--- config.mk ---
export PLATFORM = sky130hd
export DESIGN_NAME = wb_stage
export DESIGN_NICKNAME = d
export VERILOG_FILES = /design/src/rtl/core_pkg.sv /design/src/rtl/load_align.sv /design/src/rtl/wb_stage.sv
export SDC_FILE = /design/constraint.sdc
export NUM_CORES = 1
export LEC_CHECK = 0
export ABC_AREA = 1
export CAP_MARGIN = 20
export CORE_ASPECT_RATIO = 0.5
export CORE_MARGIN = 2
export CORE_UTILIZATION = 45
export DETAILED_ROUTE_END_ITERATION = 16
export PLACE_DENSITY_LB_ADDON = 0.25
export SETUP_SLACK_MARGIN = 0.4
export SYNTH_ARGS = -nofsm -noshare
export SYNTH_HDL_FRONTEND = slang
export SYNTH_SLANG_ARGS = --single-unit
--- constraint.sdc ---
create_clock -name clk -period 3.1 [get_ports clk]
set_input_delay 0.465 -clock clk [delete_from_list [all_inputs] [get_ports clk]]
set_output_delay 0.465 -clock clk [all_outputs]
set_load 0.05 [all_outputs]
--- src/rtl/core_pkg.sv ---
// ============================================================================
// Module : core_pkg
// Brief  : Shared constants for the RV32I core pipeline stages.
// Rev    : 1.0
// ============================================================================
`default_nettype none

package core_pkg;

    localparam int XLEN = 32;

    localparam logic [1:0] WB_SEL_ALU = 2'b00;
    localparam logic [1:0] WB_SEL_MEM = 2'b01;
    localparam logic [1:0] WB_SEL_PC4 = 2'b10;

    localparam logic [2:0] F3_LB  = 3'b000;
    localparam logic [2:0] F3_LH  = 3'b001;
    localparam logic [2:0] F3_LW  = 3'b010;
    localparam logic [2:0] F3_LBU = 3'b100;
    localparam logic [2:0] F3_LHU = 3'b101;

endpackage

`default_nettype wire

--- src/rtl/load_align.sv ---
// ============================================================================
// Module : load_align
// Brief  : Combinational load lane select, sign/zero extension and
//          misalignment detection.
// Rev    : 1.0
// ============================================================================
`default_nettype none

module load_align
    import core_pkg::*;
#(
    parameter int XLEN = core_pkg::XLEN
) (
    input  logic [2:0]      funct3,
    input  logic [1:0]      addr,
    input  logic [XLEN-1:0] word,
    output logic [XLEN-1:0] data,
    output logic            misalign
);

    logic [7:0]  w_byte;
    logic [15:0] w_half;

    always_comb begin
        w_byte   = word[{addr, 3'b000} +: 8];
        w_half   = addr[1] ? word[31:16] : word[15:0];
        data     = word;
        misalign = 1'b0;
        unique case (funct3)
            F3_LB:  data = {{(XLEN-8){w_byte[7]}}, w_byte};
            F3_LBU: data = {{(XLEN-8){1'b0}}, w_byte};
            F3_LH: begin
                data     = {{(XLEN-16){w_half[15]}}, w_half};
                misalign = addr[0];
            end
            F3_LHU: begin
                data     = {{(XLEN-16){1'b0}}, w_half};
                misalign = addr[0];
            end
            F3_LW:  misalign = |addr;
            // Undefined encodings fall through with the raw word.
            default: data = word;
        endcase
    end

endmodule

`default_nettype wire

--- src/rtl/wb_stage.sv ---
// ============================================================================
// Module : wb_stage
// Brief  : MEM/WB pipeline register, load writeback datapath and
//          retired-instruction counter.
// Rev    : 1.0
// ============================================================================
`default_nettype none

module wb_stage
    import core_pkg::*;
#(
    parameter int XLEN      = core_pkg::XLEN,
    parameter int INSTRET_W = 64
) (
    input  logic                 clk,
    input  logic                 rst_n,
    input  logic                 mem_valid,
    input  logic                 mem_flush,
    input  logic                 mem_reg_write,
    input  logic [4:0]           mem_rd,
    input  logic [1:0]           mem_wb_sel,
    input  logic [2:0]           mem_funct3,
    input  logic [XLEN-1:0]      mem_alu_result,
    input  logic [XLEN-1:0]      mem_pc_plus4,
    input  logic [XLEN-1:0]      dmem_rdata,
    output logic                 rf_we,
    output logic [4:0]           rf_waddr,
    output logic [XLEN-1:0]      rf_wdata,
    output logic                 wb_fwd_valid,
    output logic                 load_misalign,
    output logic [INSTRET_W-1:0] instret
);

    logic                 r_wbValid;
    logic                 r_wbRegWrite;
    logic [4:0]           r_wbRd;
    logic [1:0]           r_wbSel;
    logic [2:0]           r_wbFunct3;
    logic [XLEN-1:0]      r_wbAluResult;
    logic [XLEN-1:0]      r_wbPcPlus4;
    logic [INSTRET_W-1:0] r_instret;

    logic [XLEN-1:0]      w_loadData;
    logic                 w_alignFault;
    logic                 w_misalign;

    always_ff @(posedge clk) begin
        if (!rst_n) begin
            r_wbValid     <= 1'b0;
            r_wbRegWrite  <= 1'b0;
            r_wbRd        <= '0;
            r_wbSel       <= WB_SEL_ALU;
            r_wbFunct3    <= '0;
            r_wbAluResult <= '0;
            r_wbPcPlus4   <= '0;
            r_instret     <= '0;
        end else begin
            r_wbValid     <= mem_valid & ~mem_flush;
            r_wbRegWrite  <= mem_reg_write;
            r_wbRd        <= mem_rd;
            r_wbSel       <= mem_wb_sel;
            r_wbFunct3    <= mem_funct3;
            r_wbAluResult <= mem_alu_result;
            r_wbPcPlus4   <= mem_pc_plus4;
            // Misaligned loads still retire; wrap is silent.
            r_instret     <= r_instret + {{(INSTRET_W-1){1'b0}}, r_wbValid};
        end
    end

    load_align #(
        .XLEN (XLEN)
    ) u_load_align (
        .funct3   (r_wbFunct3),
        .addr     (r_wbAluResult[1:0]),
        .word     (dmem_rdata),
        .data     (w_loadData),
        .misalign (w_alignFault)
    );

    assign w_misalign = r_wbValid & (r_wbSel == WB_SEL_MEM) & w_alignFault;

    always_comb begin
        unique case (r_wbSel)
            WB_SEL_MEM: rf_wdata = w_loadData;
            WB_SEL_PC4: rf_wdata = r_wbPcPlus4;
            default:    rf_wdata = r_wbAluResult;
        endcase
    end

    assign rf_we         = r_wbValid & r_wbRegWrite & (r_wbRd != 5'd0) & ~w_misalign;
    assign rf_waddr      = r_wbRd;
    assign wb_fwd_valid  = rf_we;
    assign load_misalign = w_misalign;
    assign instret       = r_instret;

endmodule

`default_nettype wire

# Word level (Yosys, flattened, before mapping)
# Cells that the tools add are included.
# word_totals
elab_cells,32
rom_bits,0
register_bits,140
inputBits,111
ram_bits,0
mem_count,0
latchBits,0
# classes
n_div,0
reduce_logical,4
n_lt_le_gt_ge,0
eq_ne,6
bitwise,8
n_shift,1
n_addsub,1
mux,4
multipliers,0
# ops
cell,n
$pmux 32 s4,1
$add 64x1->64,1
$pmux 32 s2,1
$shiftx 32x6->8,1
$mux 16,1
$and 1x1->1,6
$eq 3x3->1 const B,2
$reduce_bool 5->1,1
$reduce_or 2->1,2
$eq 3x1->1 const B,1
$eq 3x2->1 const B,1
$logic_not 3->1,1
$eq 2x1->1 const B,1
$eq 2x2->1 const B,1
$not 1->1,2
$pmux 1 s2,1

# Depth between registers and ports, before layout
# depth
depth_word,6
mapped_depth,10
mapped_depth_nobuf,10

# By module
# From an unflattened synthesis, not the netlist that was laid out.
# unflattened
cells_unflattened,1222
hier_area_um2,7502.2
# modules_own_cells
mod,instances,cells_per_inst,area_per_inst_um2
wb_stage,1,1039,6675.2
load_align,1,183,827.0

# Worst setup path after synthesis
# OpenSTA, ideal clock, no wires.
# synth_path
path_kind,register -> output
startpoint,register r_wbFunct3[1]
endpoint,output port wb_fwd_valid
n_path_buf,2
arrival_time_ps,2811
path_stages_with_launch,8
setup_slack_ps,-176
t_required_ps,2635
path_cell_list,dfxtp_1 > inv_2 > clkbuf_1 > nor2_1 > nand2_1 > a21oi_1 > a211oi_1 > buf_4
# synth_via
elab_chain_cells,6
elab_cells_between_ends,8
# synth_rtl
element,line_no,source
from (decl),wb_stage.sv:38,logic [2:0] r_wbFunct3;
from (signal assigned),wb_stage.sv:62,r_wbFunct3 <= mem_funct3;
$eq 3x1->1 or $eq 3x3->1 (tied branches),load_align.sv:29,unique case (funct3)
$reduce_or 2->1 (no line),--,
$pmux 1 s2 *,load_align.sv:29,
$and 1x1->1 *,wb_stage.sv:80,assign w_misalign = r_wbValid & (r_wbSel == WB_SEL_MEM) & w_alignFault;
net load_misalign,wb_stage.sv:30,"output logic load_misalign,"
$not 1->1 *,wb_stage.sv:90,assign rf_we = r_wbValid & r_wbRegWrite & (r_wbRd != 5'd0) & ~w_misalign;
$and 1x1->1 *,wb_stage.sv:90,
to (decl),wb_stage.sv:29,"output logic wb_fwd_valid,"
# The timed path passes the listed nets; every way through them passes the cells marked *.

# Worst setup path after layout
# layout_path
startpoint,input port dmem_rdata[7]
endpoint,output port rf_wdata[26]
# layout_via
elab_chain_cells,3
# layout_rtl
element,line_no,source
from (decl),wb_stage.sv:25,"input logic [XLEN-1:0] dmem_rdata,"
$shiftx 32x6->8,load_align.sv:25,"w_byte = word[{addr, 3'b000} +: 8];"
$pmux 32 s4,load_align.sv:29,
$pmux 32 s2,wb_stage.sv:83,unique case (r_wbSel)
to (decl),wb_stage.sv:28,"output logic [XLEN-1:0] rf_wdata,"
# Every way passes these cells.

==> results.toml <==
[worst_setup_path]
cp_slowest_cell = "clkdlybuf4s50_1"
crit_path_max_incr_delay_ps = 440
cp-end-kind = "output pin"
r2r_end = "instret[60]"
cpMostUsedCell = "nand2_1"
regToRegSetupSlack_ps = 800
critPathLaunchType = "primary input"
cp_cell_sequence = "clkdlybuf4s50_1 -> or2_1 -> nand3_1 -> nand2_1 -> nand2_2 -> nand3_2 -> nand2_1 -> a21oi_1 -> buf_4"
ff2ff_path_depth = 9
reg2reg_from = "r_wbValid"
crit_path_end = "rf_wdata[26]"
required_ps = 2630
cp_max_fo = 8
cp.arrival_ps = 2190
critPathKind = "primary input to output pin"
crit_start = "dmem_rdata[7]"

[sta]
min_period_ps = 2650
rsz0062_at_grt = "false"
final_hold_viol_count = 0
maxSlewViolCount = 0
max_freq_ghz = 0.377
tns_ps = 0
relSlewSlack = 0.341
final.setup.worst_slack_ps = 447
tightest_slew_ps = 986
setup_viol = 0
finalClockSkew_ps = 11.8
fin_crit_sh = 0.856

[synthesis]
synth_cell_types = 35
synth_top_area_frac = 0.391
yosys.area.top_type = "dfxtp_1"
ys_warn_count = 0
yosys-top-cells-area = "dfxtp_1, nand2_1, nor2_1"
postSynthCellCount = 1135
synth_fp_nets = 1250
ys_seq_elements = 140
synth_area_um2 = 7160
avgSynthCellArea_um2 = 6.31
ys_seq_area_frac = 0.391

[placement]
place_congestion = 0.943
hpwlAfterDp_um = 18200
io_buffers = 214
place_ws_ps = 387
placed_cells = 1524

[layout]
instances_no_fill = 1561
fin_nets = 1459
seq_area_um2 = 2810
area_growth_pct = 40.6
final_cell_mix = "nand2_1, nor2_1, clkdlybuf4s50_1"
fin_util = 0.650
layout_commonest_cell = "nand2_1"
nFillCells = 1440
diodes = 0
multi_input_area_um2 = 3720
final_layout_size_suffix_gt1_frac = 0.0965

[power]
p_comb_frac = 0.172
cellPowerDensity_nw_per_um2 = 469
leakage_nw = 4.03
p_sw_mw = 1.48
p_int_mw = 3.24
total_power_mw = 4.72
switching_share = 0.314
ir_worst_vdd_mv = 0.357
p_seq_frac = 0.397
p_clk_frac = 0.431

[die]
die_x_um = 182
die_h_um = 93.2
start_util = 0.462
io_pins = 215
std_cell_rows = 32
die-area_um2 = 17000
core_um2 = 15500

[global_routing]
gr-total-overflow = 0
grt_pass1_vias = 7524
grt_max_degree = 87
grt_pass1_wl_um = 38100
grtUsageTotal = 0.288
antenna_found_initial = 0

[drt]
ant_nets = 0
drt_pass1_iterations = 5
via_per_inst = 5.13
num_vias = 8010
routed_wl_um = 24900
wl_per_cell_um = 16.0
drc_errors = 0
drtIter0Drc = 601

[hold_path]
hold_path_class = "register to register"

[cts]
cts_made_buffers = 17
clk_latency_ps = 440
numClockSinks = 140
clock_path_buffers = 2
cts_root_buffer = "clkbuf_16"
cts_tree = "yes"
htree_num_levels = 4
path_clk_slew_ps = 70

[job]
drv_cap = 0

[outcome]
status = "complete, no violations"
==> per-stage QoR <==
stage          cell area, µm²  hold WS [ps]
6_report                10100           493
5_1_grt                 10100           534
4_1_cts                 10000           499
3_5_place_dp             9420           489
3_3_place_gp             9420           476
2_1_floorplan            7180           537
==> area by class of cell <==
| type | count | share of cell area |
|---|---|---|
| Clock buffer | 18 | 0.0426 |
| Multi-Input combinational cell | 820 | 0.370 |
| Timing Repair Buffer | 224 | 0.215 |
| Sequential cell | 140 | 0.279 |
| Inverter | 141 | 0.0532 |
| Clock inverter | 14 | 0.0150 |
| Tap cell | 204 | 0.0253 |
==> cells in the mapped netlist (all sizes together) <==
master,count
nand2,345
nor2,219
dfxtp,140
inv,140
a21oi,129
o21ai,37
clkbuf,31
nand3,26
nand4,17
or2,14
nor3,7
o22ai,7
buf,5
ha,4
xor2,3
xnor2,2
a211oi,1
a21o,1
a22oi,1
a31oi,1
and2,1
clkinv,1
o2111ai,1
o211ai,1
o21a,1
==> metal layers <==
metal,GRT usage,vias up,part of all wire
met5,0,-,0
met4,0.0948,0,0.025
met3,0.0693,50,0.073
met2,0.505,327,0.48
met1,0.352,3685,0.43
li1,-,3948,-
==> cells by family after synthesis <==
logic type                 after synthesis  synth area share
AOI/OAI and AO/OA                      180             0.129
xor gates and xnor gates                 5           0.00611
and+or+nand+nor                        629             0.370
adders and majority gates                4           0.00699
buffers and inverters                  177            0.0957
DFF                                    140             0.391
==> registers in the layout, summed over array words and instances, names as in the netlist <==
name and cells:
instret 64, r_wbAluResult 32, r_wbPcPlus4 32, rf_waddr 5, r_wbFunct3 3, r_wbSel 2, r_wbRegWrite 1, r_wbValid 1
==> how the worst min path moves through the flow <==
stage / to / from / cells past startpoint
floorplan: r_wbValid / mem_flush / 1
global placement: instret[63] / instret[63] / 2
detailed placement: instret[63] / instret[63] / 2
CTS: instret[63] / instret[63] / 2
global route: instret[63] / instret[63] / 2
finish: instret[63] / instret[63] / 2
==> worst max-delay path, delay by kind of cell <==
| family | cells | cell delay [ps] |
|---|---|---|
| AOI/OAI and AO/OA | 1 | 80 |
| and+or+nand+nor | 6 | 1010 |
| buffers and inverters | 2 | 630 |
==> power by group through the flow <==
| stage | registers [mW] | clock network, mW | logic, mW |
|---|---|---|---|
| after floorplan | 1.92 | 0 | 0.452 |
| after global placement | 1.91 | 0 | 0.781 |
| after detailed placement | 1.92 | 0 | 0.785 |
| after CTS | 1.88 | 2.06 | 0.792 |
| after global routing | 1.88 | 2.14 | 0.867 |
| final | 1.87 | 2.04 | 0.811 |
==> timing repair <==
| action | 4_1_cts | 5_1_grt |
|---|---|---|
| gates resized for setup | 7 | 8 |
| setup buffers | 0 | 3 |
| gates cloned | 0 | 2 |
| pin swaps | 0 | 2 |
| setup endpoints to repair | 33 | 32 |
| hold buffers | 0 | 0 |
No activity file was read; power rests on OpenSTA's default activity.
